**config.mk**
```make
export PLATFORM = sky130hd
export DESIGN_NAME = sd_emmc_sync_fifo
export DESIGN_NICKNAME = d
export VERILOG_FILES = /design/src/rtl/sd_emmc_pkg.sv /design/src/rtl/sd_emmc_fifo_ram.sv /design/src/rtl/sd_emmc_sync_fifo.sv
export SDC_FILE = /design/constraint.sdc
export NUM_CORES = 2
export LEC_CHECK = 0
export CAP_MARGIN = 30
export CORE_AREA = 2 2 602 545
export CTS_CLUSTER_DIAMETER = 150
export DETAILED_ROUTE_END_ITERATION = 12
export DIE_AREA = 0 0 604 547
export SLEW_MARGIN = 20
export SYNTH_ARGS = -nofsm -noshare
export SYNTH_HDL_FRONTEND = slang
export SYNTH_SLANG_ARGS = --single-unit
export TNS_END_PERCENT = 10
```
**constraint.sdc**
```tcl
create_clock -name aclk -period 7.1 [get_ports aclk]
set_input_delay 1.065 -clock aclk [delete_from_list [all_inputs] [get_ports aclk]]
set_output_delay 1.065 -clock aclk [all_outputs]
set_load 0.01 [all_outputs]
```
**src/rtl/sd_emmc_pkg.sv**
```systemverilog
// sd_emmc_pkg: shared constants for the SD/eMMC data FIFO.
//   SD_BLK_BYTES   - bytes per card data block
//   SD_DEF_DATA_W  - default FIFO word width
//   SD_DEF_DEPTH   - default FIFO depth
//   sd_blk_words() - words per card block for a given word width
package sd_emmc_pkg;

    localparam int SD_BLK_BYTES  = 512;
    localparam int SD_DEF_DATA_W = 32;
    localparam int SD_DEF_DEPTH  = 128;

    function automatic int sd_blk_words(input int data_w);
        return (SD_BLK_BYTES * 8) / data_w;
    endfunction

endpackage

```
**src/rtl/sd_emmc_fifo_ram.sv**
```systemverilog
// sd_emmc_fifo_ram: simple dual-port storage, one synchronous write port and
// one asynchronous read port. Kept separate so it can be swapped for an SRAM
// macro. Contents are not reset.
//   clk   - clock
//   we    - write enable
//   waddr - write address
//   wdata - write data
//   raddr - read address
//   rdata - read data (combinational from raddr)
module sd_emmc_fifo_ram
    import sd_emmc_pkg::*;
#(
    parameter int   DATA_W = SD_DEF_DATA_W,
    parameter int   DEPTH  = SD_DEF_DEPTH,
    localparam int  AW     = $clog2(DEPTH)
) (
    input  logic              clk,
    input  logic              we,
    input  logic [AW-1:0]     waddr,
    input  logic [DATA_W-1:0] wdata,
    input  logic [AW-1:0]     raddr,
    output logic [DATA_W-1:0] rdata
);

    logic [DATA_W-1:0] mem_q [DEPTH];

    always_ff @(posedge clk) begin
        if (we) mem_q[waddr] <= wdata;
    end

    assign rdata = mem_q[raddr];

endmodule

```
**src/rtl/sd_emmc_sync_fifo.sv**
```systemverilog
// sd_emmc_sync_fifo: single-clock data FIFO between the AXI DMA engine and
// the SD data-line serialiser. Valid/ready on both sides, fill level,
// programmable almost-full/almost-empty, block-granular availability flags
// and a single-cycle flush.
//
// Build option: define SD_FIFO_OUTREG_EN to drive rd_data_o/rd_valid_o from
// an output register (2-cycle write-to-read latency). Undefined: pure
// first-word-fall-through.
//
// Ports:
//   aclk, rst         - clock, synchronous active-high reset
//   flush_i           - discard all contents (pulse)
//   wr_valid_i/wr_data_i/wr_ready_o - write handshake
//   rd_valid_o/rd_data_o/rd_ready_i - read handshake (head word)
//   level_o           - words held, 0..DEPTH
//   af_thr_i/ae_thr_i - almost-full / almost-empty thresholds
//   almost_full_o, almost_empty_o, blk_avail_o, blk_space_o - status
module sd_emmc_sync_fifo
    import sd_emmc_pkg::*;
#(
    parameter int   DATA_W    = SD_DEF_DATA_W,
    parameter int   DEPTH     = SD_DEF_DEPTH,
    parameter int   BLK_WORDS = sd_blk_words(DATA_W),
    localparam int  AW        = $clog2(DEPTH)
) (
    input  logic              aclk,
    input  logic              rst,
    input  logic              flush_i,
    input  logic              wr_valid_i,
    input  logic [DATA_W-1:0] wr_data_i,
    output logic              wr_ready_o,
    output logic              rd_valid_o,
    output logic [DATA_W-1:0] rd_data_o,
    input  logic              rd_ready_i,
    output logic [AW:0]       level_o,
    input  logic [AW:0]       af_thr_i,
    input  logic [AW:0]       ae_thr_i,
    output logic              almost_full_o,
    output logic              almost_empty_o,
    output logic              blk_avail_o,
    output logic              blk_space_o
);

    if ((DEPTH < 4) || ((DEPTH & (DEPTH - 1)) != 0)) begin : g_bad_depth
        $error("sd_emmc_sync_fifo: DEPTH must be a power of two >= 4");
    end
    if (BLK_WORDS > DEPTH) begin : g_bad_blk
        $error("sd_emmc_sync_fifo: BLK_WORDS must not exceed DEPTH");
    end
    if (DATA_W < 8) begin : g_bad_width
        $error("sd_emmc_sync_fifo: DATA_W must be >= 8");
    end

    localparam logic [AW:0] FULL_LVL = (AW+1)'(DEPTH);
    localparam logic [AW:0] BLK_LVL  = (AW+1)'(BLK_WORDS);

    logic [AW-1:0]     wr_ptr_q, wr_ptr_d, rd_ptr_q, rd_ptr_d;
    logic [AW:0]       level_q, level_d;
    logic              wr_fire, rd_fire, rd_adv;
    logic [DATA_W-1:0] ram_rdata;

    assign wr_ready_o = (level_q != FULL_LVL);
    assign wr_fire    = wr_valid_i & wr_ready_o;
    assign rd_fire    = rd_valid_o & rd_ready_i;

`ifdef SD_FIFO_OUTREG_EN
    // The output register holds the head word and counts in level_q, so the
    // RAM holds level_q - ov_q words. It refills whenever it is empty or being
    // drained, which keeps back-to-back reads at one word per cycle.
    logic              ov_q, ov_d;
    logic [DATA_W-1:0] dout_q, dout_d;
    logic [AW:0]       ram_cnt;
    logic              load;

    assign ram_cnt    = level_q - {{AW{1'b0}}, ov_q};
    assign load       = (ram_cnt != '0) && (!ov_q || rd_fire);
    assign rd_adv     = load;
    assign rd_valid_o = ov_q;
    assign rd_data_o  = dout_q;

    always_comb begin
        ov_d   = ov_q;
        dout_d = dout_q;
        if (flush_i) begin
            ov_d = 1'b0;
        end else if (load) begin
            ov_d   = 1'b1;
            dout_d = ram_rdata;
        end else if (rd_fire) begin
            ov_d = 1'b0;
        end
    end

    always_ff @(posedge aclk) begin
        if (rst) ov_q <= 1'b0;
        else     ov_q <= ov_d;
        dout_q <= dout_d;
    end
`else
    assign rd_adv     = rd_fire;
    assign rd_valid_o = (level_q != '0);
    assign rd_data_o  = ram_rdata;
`endif

    always_comb begin
        wr_ptr_d = wr_ptr_q;
        rd_ptr_d = rd_ptr_q;
        level_d  = level_q;
        if (flush_i) begin
            wr_ptr_d = '0;
            rd_ptr_d = '0;
            level_d  = '0;
        end else begin
            if (wr_fire) wr_ptr_d = wr_ptr_q + AW'(1);
            if (rd_adv)  rd_ptr_d = rd_ptr_q + AW'(1);
            case ({wr_fire, rd_fire})
                2'b10:   level_d = level_q + (AW+1)'(1);
                2'b01:   level_d = level_q - (AW+1)'(1);
                default: level_d = level_q;
            endcase
        end
    end

    always_ff @(posedge aclk) begin
        if (rst) begin
            wr_ptr_q <= '0;
            rd_ptr_q <= '0;
            level_q  <= '0;
        end else begin
            wr_ptr_q <= wr_ptr_d;
            rd_ptr_q <= rd_ptr_d;
            level_q  <= level_d;
        end
    end

    sd_emmc_fifo_ram #(
        .DATA_W (DATA_W),
        .DEPTH  (DEPTH)
    ) u_ram (
        .clk   (aclk),
        .we    (wr_fire & ~flush_i),
        .waddr (wr_ptr_q),
        .wdata (wr_data_i),
        .raddr (rd_ptr_q),
        .rdata (ram_rdata)
    );

    assign level_o        = level_q;
    assign almost_full_o  = (level_q >= af_thr_i);
    assign almost_empty_o = (level_q <= ae_thr_i);
    assign blk_avail_o    = (level_q >= BLK_LVL);
    assign blk_space_o    = ((FULL_LVL - level_q) >= BLK_LVL);

endmodule

```
After elaboration in Yosys (flattened, before gate mapping)
Memory sizes are Yosys's and may differ from the RTL's. A register that Yosys moved wholly into a read port is not among the register bits.
Cells that the tools add are included.
Cells by class
  add/sub/neg operators: 5
  order comparisons: 4
  equality and inequality tests: 3
  multiplexer cells: 5
  bitwise gates (word level): 4
  reduce and logical (&&, ||, !) cells: 3
Operators with widths (number)
  $ge A8 B8 Y1 const B: 2
  $pmux W8 S2: 1
  $add A7 B1 Y7 const B: 2
  $mux W7: 2
  $add A8 B1 Y8 const B: 1
  $ge A8 B8 Y1: 1
  $le A8 B8 Y1: 1
  $ne A8 B8 Y1 const B: 1
  $reduce_bool A8 Y1: 1
  $sub A8 B1 Y8 const B: 1
  $sub A8 B8 Y8 const A: 1
  $and A1 B1 Y1: 3
  $eq A2 B1 Y1 const B: 1
  $eq A2 B2 Y1 const B: 1
  $mux W1: 2
  $reduce_bool A2 Y1: 1
  $reduce_or A2 Y1: 1
  $not A1 Y1: 1
Storage, ports and cells
  bits in registers: 22
  RAM bits: 4096
  output and inout port bits: 46
  logic and storage cells: 28
  memories kept: 1
Memory list
  u_ram.mem_q: words 128, bits a word 32, rd ports 1, clocked after Yosys merged registers in 1, wr ports 1, line sd_emmc_fifo_ram.sv:25  | logic [DATA_W-1:0] mem_q [DEPTH];

Logic depth before layout (Yosys ltp)
  depth in word-level cells: 5
  gate-level depth with buffers: 16

By module
A second synthesis with hierarchy kept.
Unflattened totals
  cells, all modules: 6152
  area total of the unflattened synthesis: 157267.1 um^2
By module, submodules not included
  sd_emmc_fifo_ram: instances 1, cells each 5958, area an instance 155635.5 um^2, sequential area each 122998.0 um^2
  sd_emmc_sync_fifo: instances 1, cells each 194, area an instance 1631.6 um^2, sequential area each 440.4 um^2

Worst setup path before layout
OpenSTA, ideal clock, no wires.
  kind: input to register
  start point: input wr_valid_i
  end point: memory u_ram.mem_q[61][0] (netlist name), enable pin
  arrival time: 3.717 ns
  required time: 6.679 ns
  setup slack: 2.962 ns
  cell stages on the path: 7
  buffers on the path: 2
  cells stage by stage: and2_1 > clkbuf_1 > inv_1 > nor3b_1 > nand3b_1 > clkbuf_1 > nor2_1
Between the ends
  longest elaborated chain between the ends: 4
RTL lines
  start, declared: line sd_emmc_sync_fifo.sv:29  | input logic wr_valid_i,
  $and A1 B1 Y1: line sd_emmc_sync_fifo.sv:63  | assign wr_fire = wr_valid_i & wr_ready_o;
  $and A1 B1 Y1: line sd_emmc_sync_fifo.sv:141  | .we (wr_fire & ~flush_i),
  $mux W1: line sd_emmc_fifo_ram.sv:28  | if (we) mem_q[waddr] <= wdata;
  $mux W1 (not written as such): line sd_emmc_fifo_ram.sv:28
  end, declared: line sd_emmc_fifo_ram.sv:25
Every way passes these cells.

==> flow_metrics.py <==
metrics = {
    "critical_path": {
        "cp.required_ps": 6030,
        "crit_type": "flip-flop to primary output",
        "critPathMaxFanout": 44,
        "r2r_setup_slack_ps": 1660,
        "reg2reg_to": "u_ram.mem_q[119][3]",
        "cpMaxStageDelayCell": "a22oi_1",
        "crit_path_end_kind": "primary output",
        "setup.worst_path.start_class": "flip-flop",
        "crit_chain": "buf_12, mux4_2, a22oi_1, nand4_1, a221oi_2, or3b_1, clkdlybuf4s50_1",
        "cp.arrival_ps": 5880,
        "rr_worst_depth": 9,
        "cpPeakStageDelay_ps": 850,
        "timing.rr.start": "level_o[5]",
    },
    "global_routing": {
        "grt_pass1_vias": 78280,
        "antenna_found_initial": 34,
        "grt_util_all_layers_pct": 26.34,
        "grt.overflow.total": 0,
        "grt_max_degree": 107,
        "grt_pass1_wl_um": 611600,
    },
    "synthesis": {
        "synthCells": 7523,
        "synth_area_leaders": "edfxtp_1 78%, mux4_2 9.6%, mux2i_1 5.1%",
        "syn_nets": 7597,
        "synthDistinctLibCells": 48,
        "synth_top_area_cell": "edfxtp_1",
        "ys_seq_area_share_pct": 78.11,
        "synth_most_common_cell": "edfxtp_1",
        "syn_area_per_cell_um2": 21.03,
        "yosys_warnings": 0,
        "synth_common_cells": "4096 x edfxtp_1, 803 x mux2i_1, 672 x mux4_2",
        "synth-edff-count": 4096,
        "synth_top_area_share_pct": 77.74,
        "synthesis.area_um2": 158200,
        "synthArstFlopShare_pct": 0,
        "synthFlopType": "edfxtp_1",
        "yosys_register_bits": 4125,
    },
    "timing": {
        "period_needed_ps": 6947,
        "worst_pin_slew_ps": 1103,
        "holdWs_ps": 569.6,
        "fin_crit_sh_pct": 97.85,
        "final-setup-viol-count": 0,
        "finClkSkew_ps": 40.31,
        "fin_setup_tns_ps": 0,
        "final_max_slew_viol_count": 0,
        "max_freq_mhz": 143.9,
        "relSlewSlack_pct": 26.47,
        "rsz0062_at_grt": "no",
        "hold_viol_final": 0,
    },
    "run": {
        "maxCapViolCount": 0,
    },
    "detailed_routing": {
        "vias": 80220,
        "first_pass_iters": 5,
        "avgViaCountPerCell": 6.359,
        "routed.top_layer": "met5",
        "route.met3.wl_um": 38590,
        "wl_met1_um": 187100,
        "drt_wl_total_um": 439400,
        "drtIter0Drc": 11570,
        "wl_met2_um": 201200,
        "wl_per_cell_um": 34.83,
        "drc": 0,
        "ant_nets": 0,
    },
    "floorplan": {
        "die_y_um": 547,
        "die_width_um": 604,
        "dieArea_um2": 330400,
        "rows": 199,
        "core_um2": 324400,
        "start_util_pct": 48.77,
        "io_pins": 99,
    },
    "clock_network": {
        "clk_path_buf_depth": 4,
        "insertion_delay_ps": 900,
        "clock-sinks": 4125,
        "ctsHoldBuffers": 0,
        "clk_pin_slew_worst_paths_ps": 60,
        "cts_root_buffer": "clkbuf_16",
        "cts_tree": "done",
        "numCtsBuffers": 401,
        "h-tree-depth": 5,
    },
    "outcome": {
        "status": "completed",
    },
    "min_path": {
        "hold-path-cell-count": 2,
        "hp-class": "flip-flop to flip-flop",
        "hp-start": "rd_ptr_q[4]",
    },
    "cells_and_area": {
        "final_util_pct": 55.39,
        "drive_gt1_share_pct": 21.46,
        "fin_area_um2": 179700,
        "fillCellCount": 24190,
        "final_nets": 8016,
        "syn_to_final_growth_pct": 13.58,
        "final_cell_count_no_fill": 12620,
    },
    "power": {
        "p_leak_nw": 53.15,
        "irDropWorstVdd_mv": 0.2595,
        "power_density_nw_per_um2": 275.2,
    },
    "placed_design": {
        "place_area_um2": 167000,
        "dp.cells": 11850,
        "gp_congestion": 0.8134,
        "dpl.hpwl_um": 254600,
        "io_buffers": 98,
    },
}
worst max-delay path by stage:
stage               startpoint            endpoint  slack [ps]  depth (start not counted)
floorplan           wr_valid_i  u_ram.mem_q[61][0]        2960                          7
global placement     flip-flop       rd_data_o[30]         260                          8
detailed placement   flip-flop       rd_data_o[28]         920                          9
CTS                  flip-flop        rd_data_o[8]         110                          9
global route         flip-flop       rd_data_o[28]         170                          9
finish               flip-flop       rd_data_o[25]         150                          7
cell usage in the layout, fill, tap and decap left out, types with 38 or more instances in the layout:
cell / Yosys / layout
nor2_4: 0 / 132
buf_4: 15 / 318
clkinv_1: 1 / 92
diode_2: 0 / 38
clkdlybuf4s50_1: 0 / 66
mux2i_1: 803 / 803
nand3_1: 146 / 144
clkbuf_16: 0 / 410
mux4_2: 672 / 672
nor2b_1: 72 / 69
a22oi_1: 386 / 386
edfxtp_1: 4096 / 4096
nand2_1: 159 / 157
nand4_1: 70 / 70
clkinv_2: 0 / 65
a21oi_1: 108 / 108
a221oi_1: 103 / 101
buf_12: 0 / 59
clkbuf_1: 273 / 99
metrics by stage:
stage / power (mW) / worst slack (ps)
6_report: 49.45 / 152.5
5_1_grt: 50.70 / 174.9
4_1_cts: 49.69 / 111.0
3_5_place_dp: 29.59 / 917.9
3_3_place_gp: 29.55 / 256.5
2_1_floorplan: 28.51 / 2962
report_power, final:
| group | internal (mW) | switching, mW |
|---|---|---|
| Clock | 11.5 | 8.89 |
| Combinational | 0.817 | 1.43 |
| Sequential | 26.8 | 0.0364 |
| Total | 39.1 | 10.4 |
repair_timing:
item                                    in CTS  in global routing
gates resized for setup                      0                  0
buffers inserted                             1                  0
endpoints found under the setup margin       2                  0
kinds of logic (layout without fill, tap and decap cells):
| kind of cell | after synthesis | after routing | synth area share (%) |
|---|---|---|---|
| buffers and inverters | 460 | 1193 | 1.295 |
| adders and majority gates | 21 | 21 | 0.1661 |
| xor gates and xnor gates | 17 | 17 | 0.09410 |
| other | 0 | 38 | 0 |
| DFF | 4125 | 4125 | 78.11 |
| muxes | 1476 | 1476 | 14.65 |
| and+or+nand+nor | 676 | 676 | 2.111 |
| AOI/OAI and AO/OA | 748 | 748 | 3.577 |
sequential cells by signal, summed over array words and instances (netlist names), named ones only:
| signal | cells |
|---|---|
| wr_ptr_q | 7 |
| level_o | 8 |
| rd_ptr_q | 7 |
| u_ram.mem_q | 4096 |
layer usage:
metal | vias up | GRT usage (%)
li1 | 32390 | -
met1 | 43460 | 39.77
met2 | 3771 | 40.09
met3 | 595 | 4.283
met4 | 6 | 7.217
met5 | - | 0
critical path, delay by kind of cell, from the launching register on:
family,cells,cell delay [ps]
muxes,1,550
AOI/OAI and AO/OA,2,1510
DFF,1,790
and+or+nand+nor,2,1110
buffers and inverters,2,930
layout make-up:
cell class              instances  area, um2  share of cell area, %
diodes                         38      95.09                0.05292
clock buffers                 515      10710                  5.962
clock inverters               202       1598                 0.8891
inverters                      21      78.83                0.04386
multi-input cells            2938      33670                  18.74
flip-flops and latches       4125     123600                  68.78
well taps                    4321       5406                  3.009
repair buffers                455       4543                  2.528
Note: power is estimated with default switching activity, not from simulation.
